### config.mk
export PLATFORM = sky130hd
export DESIGN_NAME = sbox_block_sequencer_flat
export DESIGN_NICKNAME = d
export VERILOG_FILES = /design/src/rtl/sbox_pkg.sv /design/src/rtl/sbox_block_sequencer_if.sv /design/src/rtl/sbox_lookup.sv /design/src/rtl/sbox_block_sequencer.sv /design/src/flat_wrapper.sv
export SDC_FILE = /design/constraint.sdc
export NUM_CORES = 2
export LEC_CHECK = 0
export ABC_AREA = 1
export BUFFER_PORTS_ARGS = -buffer_cell sky130_fd_sc_hd__buf_2
export CAP_MARGIN = 0
export CORE_UTILIZATION = 47
export CTS_CLUSTER_SIZE = 14
export DETAILED_ROUTE_END_ITERATION = 7
export PLACE_DENSITY = 0.7
export SETUP_SLACK_MARGIN = 0.4
export SLEW_MARGIN = 15
export SYNTH_ARGS = -nofsm -noshare
export SYNTH_HDL_FRONTEND = slang
export SYNTH_SLANG_ARGS = --single-unit
### constraint.sdc
create_clock -name clk -period 31.5 [get_ports clk]
set_clock_uncertainty 0.15 [all_clocks]
set_input_delay 3.15 -clock clk [delete_from_list [all_inputs] [get_ports clk]]
set_output_delay 3.15 -clock clk [all_outputs]
set_load 0.01 [all_outputs]
### src/rtl/sbox_pkg.sv
// Shared definitions for the S-box block sequencer and its byte-wide lookup.
//   state_t         : sequencer FSM states (IDLE, RUN, DONE)
//   NBYTES_DEFAULT  : default block width in bytes
//   MODE_ENC/DEC    : values of the encrypt/decrypt mode bit
//   gf_* / sbox_*   : GF(2^8) helpers used to build the AES S-box in logic
package sbox_pkg;

  localparam int NBYTES_DEFAULT = 16;

  localparam logic MODE_ENC = 1'b1;
  localparam logic MODE_DEC = 1'b0;

  typedef enum logic [1:0] {
    IDLE = 2'd0,
    RUN  = 2'd1,
    DONE = 2'd2
  } state_t;

  function automatic logic [7:0] rotl8(input logic [7:0] x, input int n);
    return 8'((x << n) | (x >> (8 - n)));
  endfunction

  // Multiply in GF(2^8) modulo x^8 + x^4 + x^3 + x + 1.
  function automatic logic [7:0] gf_mul(input logic [7:0] a, input logic [7:0] b);
    logic [7:0] p;
    logic [7:0] aa;
    p  = 8'h00;
    aa = a;
    for (int i = 0; i < 8; i++) begin
      if (b[i]) p = p ^ aa;
      aa = {aa[6:0], 1'b0} ^ (aa[7] ? 8'h1b : 8'h00);
    end
    return p;
  endfunction

  // Multiplicative inverse as a^254; zero maps to zero, as the S-box requires.
  function automatic logic [7:0] gf_inv(input logic [7:0] a);
    logic [7:0] r;
    logic [7:0] p;
    r = 8'h01;
    p = a;
    for (int i = 1; i < 8; i++) begin
      p = gf_mul(p, p);
      r = gf_mul(r, p);
    end
    return r;
  endfunction

  function automatic logic [7:0] sbox_fwd(input logic [7:0] x);
    logic [7:0] b;
    b = gf_inv(x);
    return b ^ rotl8(b, 1) ^ rotl8(b, 2) ^ rotl8(b, 3) ^ rotl8(b, 4) ^ 8'h63;
  endfunction

  function automatic logic [7:0] sbox_inv(input logic [7:0] x);
    return gf_inv(rotl8(x, 1) ^ rotl8(x, 3) ^ rotl8(x, 6) ^ 8'h05);
  endfunction

endpackage

### src/rtl/sbox_block_sequencer_if.sv
// Block-level handshake bundle for the S-box sequencer.
//   in_valid/in_ready/in_encrypt/in_data : block offered by the source
//   out_valid/out_ready/out_data         : substituted block returned to the sink
// master = source/sink side, slave = sequencer side.
interface sbox_block_sequencer_if #(
  parameter int NBYTES = sbox_pkg::NBYTES_DEFAULT
);

  logic                  in_valid;
  logic                  in_ready;
  logic                  in_encrypt;
  logic [8*NBYTES-1:0]   in_data;
  logic                  out_valid;
  logic                  out_ready;
  logic [8*NBYTES-1:0]   out_data;

  modport master (
    output in_valid, in_encrypt, in_data, out_ready,
    input  in_ready, out_valid, out_data
  );

  modport slave (
    input  in_valid, in_encrypt, in_data, out_ready,
    output in_ready, out_valid, out_data
  );

endinterface

### src/rtl/sbox_lookup.sv
// Combinational byte-wide AES S-box.
//   encrypt  : 1 = forward S-box, 0 = inverse S-box
//   address  : input byte
//   data_out : substituted byte
module sbox_lookup
  import sbox_pkg::*;
(
  input  logic       encrypt,
  input  logic [7:0] address,
  output logic [7:0] data_out
);

  assign data_out = (encrypt == MODE_ENC) ? sbox_fwd(address) : sbox_inv(address);

endmodule

### src/rtl/sbox_block_sequencer.sv
// Walks an NBYTES-wide block through one shared S-box, one byte per clock.
//   clk, reset_n : clock and asynchronous active-low reset
//   bus          : slave side of the block handshake (input block + mode, output block)
//   busy         : high while a block is being processed or waiting to be taken
//   byte_idx     : byte currently being looked up; 0 outside RUN
// NBYTES legal range is 2..32.
module sbox_block_sequencer
  import sbox_pkg::*;
#(
  parameter int NBYTES = NBYTES_DEFAULT,
  parameter int IDXW   = $clog2(NBYTES)
) (
  input  logic                    clk,
  input  logic                    reset_n,
  sbox_block_sequencer_if.slave   bus,
  output logic                    busy,
  output logic [IDXW-1:0]         byte_idx
);

  localparam logic [IDXW-1:0] LAST_IDX = IDXW'(NBYTES - 1);

  state_t                state_q;
  state_t                state_d;
  logic [8*NBYTES-1:0]   src_q;
  logic [8*NBYTES-1:0]   res_q;
  logic                  mode_q;
  logic [IDXW-1:0]       idx_q;
  logic [7:0]            sel_byte;
  logic [7:0]            sub_byte;

  // --------------------------------------------------------------------------
  // FSM
  // --------------------------------------------------------------------------
  // NOTE: sequential state uses non-blocking assignments so every register
  // samples the pre-edge values regardless of block ordering.
  always_ff @(posedge clk or negedge reset_n) begin
    if (!reset_n) state_q <= IDLE;
    else          state_q <= state_d;
  end

  // NOTE: state_d gets its default before the case so no path leaves it
  // unassigned, which would infer a latch.
  always_comb begin
    state_d = state_q;
    case (state_q)
      IDLE:    if (bus.in_valid)      state_d = RUN;
      RUN:     if (idx_q == LAST_IDX) state_d = DONE;
      DONE:    if (bus.out_ready)     state_d = IDLE;
      default:                        state_d = IDLE;
    endcase
  end

  // Handshake outputs decode straight from the state register.
  assign bus.in_ready  = (state_q == IDLE);
  assign bus.out_valid = (state_q == DONE);
  assign busy          = (state_q != IDLE);
  assign byte_idx      = idx_q;
  assign bus.out_data  = res_q;

  // --------------------------------------------------------------------------
  // Datapath: index-decoded byte select -> shared S-box -> result byte write
  // --------------------------------------------------------------------------
  always_comb begin
    sel_byte = 8'h00;
    for (int k = 0; k < NBYTES; k++) begin
      if (idx_q == IDXW'(k)) sel_byte = src_q[8*k +: 8];
    end
  end

  sbox_lookup u_sbox (
    .encrypt  (mode_q),
    .address  (sel_byte),
    .data_out (sub_byte)
  );

  // NOTE: the block-wide buffers are reset here because out_data must read
  // zero after reset and a half-written block must not leak out.
  always_ff @(posedge clk or negedge reset_n) begin
    if (!reset_n) begin
      src_q  <= '0;
      res_q  <= '0;
      mode_q <= MODE_DEC;
      idx_q  <= '0;
    end else begin
      case (state_q)
        IDLE: begin
          if (bus.in_valid) begin
            src_q  <= bus.in_data;
            mode_q <= bus.in_encrypt;
            idx_q  <= '0;
          end
        end
        RUN: begin
          for (int k = 0; k < NBYTES; k++) begin
            if (idx_q == IDXW'(k)) res_q[8*k +: 8] <= sub_byte;
          end
          // Single pass only: the last byte sends the index home.
          idx_q <= (idx_q == LAST_IDX) ? '0 : idx_q + 1'b1;
        end
        default: ;
      endcase
    end
  end

endmodule

### src/flat_wrapper.sv
// flat-port wrapper written by rule: the top's interface ports become plain ports
module sbox_block_sequencer_flat import sbox_pkg::*;
#(
  parameter int NBYTES = NBYTES_DEFAULT,
  parameter int IDXW   = $clog2(NBYTES)
)
  (clk, reset_n, busy, byte_idx, bus_in_valid, bus_in_encrypt, bus_in_data, bus_out_ready, bus_in_ready, bus_out_valid, bus_out_data);
  sbox_block_sequencer_if #(.NBYTES(NBYTES)) bus_i ();
  input  logic clk;
  input  logic reset_n;
  output logic busy;
  output logic [IDXW-1:0] byte_idx;
  input wire logic [$bits(bus_i.in_valid)-1:0] bus_in_valid;
  input wire logic [$bits(bus_i.in_encrypt)-1:0] bus_in_encrypt;
  input wire logic [$bits(bus_i.in_data)-1:0] bus_in_data;
  input wire logic [$bits(bus_i.out_ready)-1:0] bus_out_ready;
  output wire logic [$bits(bus_i.in_ready)-1:0] bus_in_ready;
  output wire logic [$bits(bus_i.out_valid)-1:0] bus_out_valid;
  output wire logic [$bits(bus_i.out_data)-1:0] bus_out_data;
  assign bus_i.in_valid = bus_in_valid;
  assign bus_i.in_encrypt = bus_in_encrypt;
  assign bus_i.in_data = bus_in_data;
  assign bus_i.out_ready = bus_out_ready;
  assign bus_in_ready = bus_i.in_ready;
  assign bus_out_valid = bus_i.out_valid;
  assign bus_out_data = bus_i.out_data;
  sbox_block_sequencer #(.NBYTES(NBYTES), .IDXW(IDXW)) u_core (.clk(clk), .reset_n(reset_n), .bus(bus_i), .busy(busy), .byte_idx(byte_idx));
endmodule
==> flow_summary.json <==
{
  "avgRoutedWirePerCell_um": 15.3,
  "cts_resized": 0,
  "core_mm2": 0.0984,
  "synth_edf_count": 0,
  "rows": 115,
  "worst_ep_required_time_ns": 31.85,
  "cp-end-kind": "register",
  "drc": 0,
  "antenna_found_initial": 3,
  "max-clock-path-buffers": 3,
  "synth.distinct_cells": 62,
  "status": "complete, no violations",
  "synth_flop_cell": "dfrtp_1",
  "grt-ovfl-total": 0,
  "critPathSlowestCell": "nand2_1",
  "crit_type": "register to register",
  "clock-root-buffer": "clkbuf_16",
  "routed.top_layer": "met4",
  "grt_use_total_pct": 29.5,
  "period_needed_ns": 19.95,
  "stdcell_area_mm2": 0.0496,
  "hp-start": "u_core.src_q[74]",
  "antenna_left": 0,
  "die_y_um": 317,
  "placed_area_mm2": 0.0485,
  "worstHoldPathType": "register to register",
  "finalHoldViolCount": 0,
  "die_x_um": 317,
  "wirelength_um": 155000,
  "dp_hpwl_um": 120000,
  "max_slew_margin_pct": 19.7,
  "post-cts-setup-buffers": 0,
  "syn2layout_area_growth_pct": 6.08,
  "worst_path_largest_cell_delay_ns": 0.75,
  "syn_area_per_cell_um2": 5.36,
  "r2r_start": "u_core.byte_idx[0]",
  "via_count": 54400,
  "critPathMostFrequentCell": "nand2_1",
  "wl_met1_um": 67100,
  "vias_per_cell": 5.36,
  "cts_buffers": 28,
  "clock_latency_ns": 0.57,
  "cp.arrival_ns": 20.30,
  "grt_max_degree": 132,
  "syn-cell-area_mm2": 0.0468,
  "tns_ns": 0,
  "cap_violations": 0,
  "start_util_pct": 47.5,
  "grt_pass1_vias": 48500,
  "wl_met2_um": 71200,
  "syn_nets": 8873,
  "first_pass_iters": 6,
  "portBuffers": 267,
  "grt_pass1_wl_um": 250000,
  "io_pins": 268,
  "startpoint": "u_core.byte_idx[0]",
  "post-route-period-util_pct": 63.3,
  "ys_seq_elements": 263,
  "slew_violations": 0,
  "synthArstFlopShare_pct": 100,
  "finalSetupViolations": 0,
  "layout.nets": 8971,
  "rsz0062_at_grt": "no",
  "ctsHoldBuffers": 0,
  "worstMarginPinSlew_ns": 1.20,
  "cts_max_level": 1,
  "synth_cells": 8723,
  "cp-start-kind": "register",
  "crit_fanout": 26,
  "dr.first_iter.drc_count": 5365,
  "drive_above_1_share_pct": 11.0,
  "fmax_mhz": 50.1,
  "met3WireLength_um": 11000,
  "cts_tree": "built",
  "clk_pin_slew_ns": 0.07,
  "cts_sinks": 263,
  "yosys_warnings": 0,
  "place_congestion": 0.950,
  "ys_seq_area_share_pct": 14.1,
  "fp.dieArea_mm2": 0.101
}
[layout make-up]
| class | instances | area (um2) |
|---|---|---|
| clock buffers | 35 | 767 |
| diodes | 3 | 7.51 |
| flip-flops and latches | 263 | 6580 |
| multi-input cells | 7207 | 34900 |
| inverters | 1027 | 3900 |
| clock inverters | 17 | 298 |
| well taps | 1287 | 1610 |
| repair buffers | 294 | 1550 |
| fillers | 10500 | 48800 |
[routing by layer]
layer / track usage, % / vias to the layer above
met5: 0 / -
met4: 10.1 / 0
met3: 3.08 / 333
met2: 49.6 / 2082
met1: 39.2 / 24800
li1: - / 27200
[final timing paths]
check	to	slack (ns)	depth (start not counted)
worst max-delay path	u_core.bus.out_data[124]	11.55	115
worst min-delay path	u_core.src_q[74]	0.33	2
worst max register to register	u_core.bus.out_data[124]	11.55	115
worst min register to register	u_core.src_q[74]	0.33	2
max in group asynchronous	u_core.bus.out_data[24]	26.39	3
min in group asynchronous	u_core.src_q[75]	2.51	1
[worst max-delay path, delay by kind of cell, from the launching register on]
family / cells / cell delay, ns
XOR/XNOR: 4 / 1.09
AND/OR/NAND/NOR: 83 / 11.97
flip-flops: 1 / 0.46
AO/OA/AOI/OAI: 4 / 0.75
buffers and inverters: 20 / 3.51
adder cells (fa/ha/maj): 4 / 1.86
[sequential cells by signal, summed over array words and instances, names as in the netlist]
signal / flops
u_core.src_q: 128
u_core.byte_idx: 4
u_core.state_q: 2
u_core.mode_q: 1
u_core.bus.out_data: 128
[cell families (layout without fill, tap and decap cells)]
| kind of cell | after synthesis | after routing | synth area share, % |
|---|---|---|---|
| and+or+nand+nor | 6363 | 6363 | 59.1 |
| buffers and inverters | 1253 | 1373 | 11.3 |
| xor gates and xnor gates | 596 | 596 | 12.2 |
| DFF | 263 | 263 | 14.1 |
| AOI/OAI and AO/OA | 230 | 230 | 2.83 |
| adders and majority gates | 17 | 17 | 0.455 |
| muxes | 1 | 1 | 0.0214 |
| other | 0 | 3 | 0 |
[synthesized netlist by cell type, types with 16 or more instances]
cell         n  area [um2]
nand2_2    199        1240
nand2_4     34         383
xnor2_1    174        1520
inv_2      130         488
a21oi_1     49         245
or2_1       32         200
inv_1      866        3250
nand2_1   3870       14500
o21ai_1     34         170
xor2_1     370        3240
o21ai_0     88         440
nor2_1     590        2210
nand3_2     34         340
clkinv_1    19        71.3
buf_2       86         430
buf_6       26         293
dfrtp_1    263        6580
o211ai_1    16         120
nand4_1     86         538
or2_2      125         782
buf_4       42         315
xor2_2      27         439
clkbuf_1    53         199
ha_1        17         213
nand3_1   1258        6300
nand3b_1    84         631
[placed cells by master (no fill, tap or decap), drive strengths merged, types with 2 or more instances in the layout]
master       n
nor3         4
o211ai      16
nand4       86
a21boi       3
clkbuf      35
diode        3
xnor3        4
bufinv       8
clkinv      26
ha          17
o22ai        7
dfrtp      263
o21ai      123
nand3     1293
nand2b       7
nand2     4106
inv       1008
nor2       616
or2        163
buf        294
xnor2      189
a21oi       57
nand3b      87
o21bai      13
a21o         8
clkinvlp     2
xor2       402
[stage by stage]
stage          util, %  worst slack, ns  hold slack, ns  std cells
3_3_place_gp      49.3            12.36           0.306      10100
5_1_grt           50.4             9.57           0.337      10100
4_1_cts           50.4            12.04           0.327      10100
2_1_floorplan        -            17.16           0.290       8723
6_report          50.4            11.55           0.328      10100
3_5_place_dp      49.3            12.14           0.310      10100
Power is not shown: default switching activity piles up to over one toggle a cycle in this logic, so the estimate is an artifact.
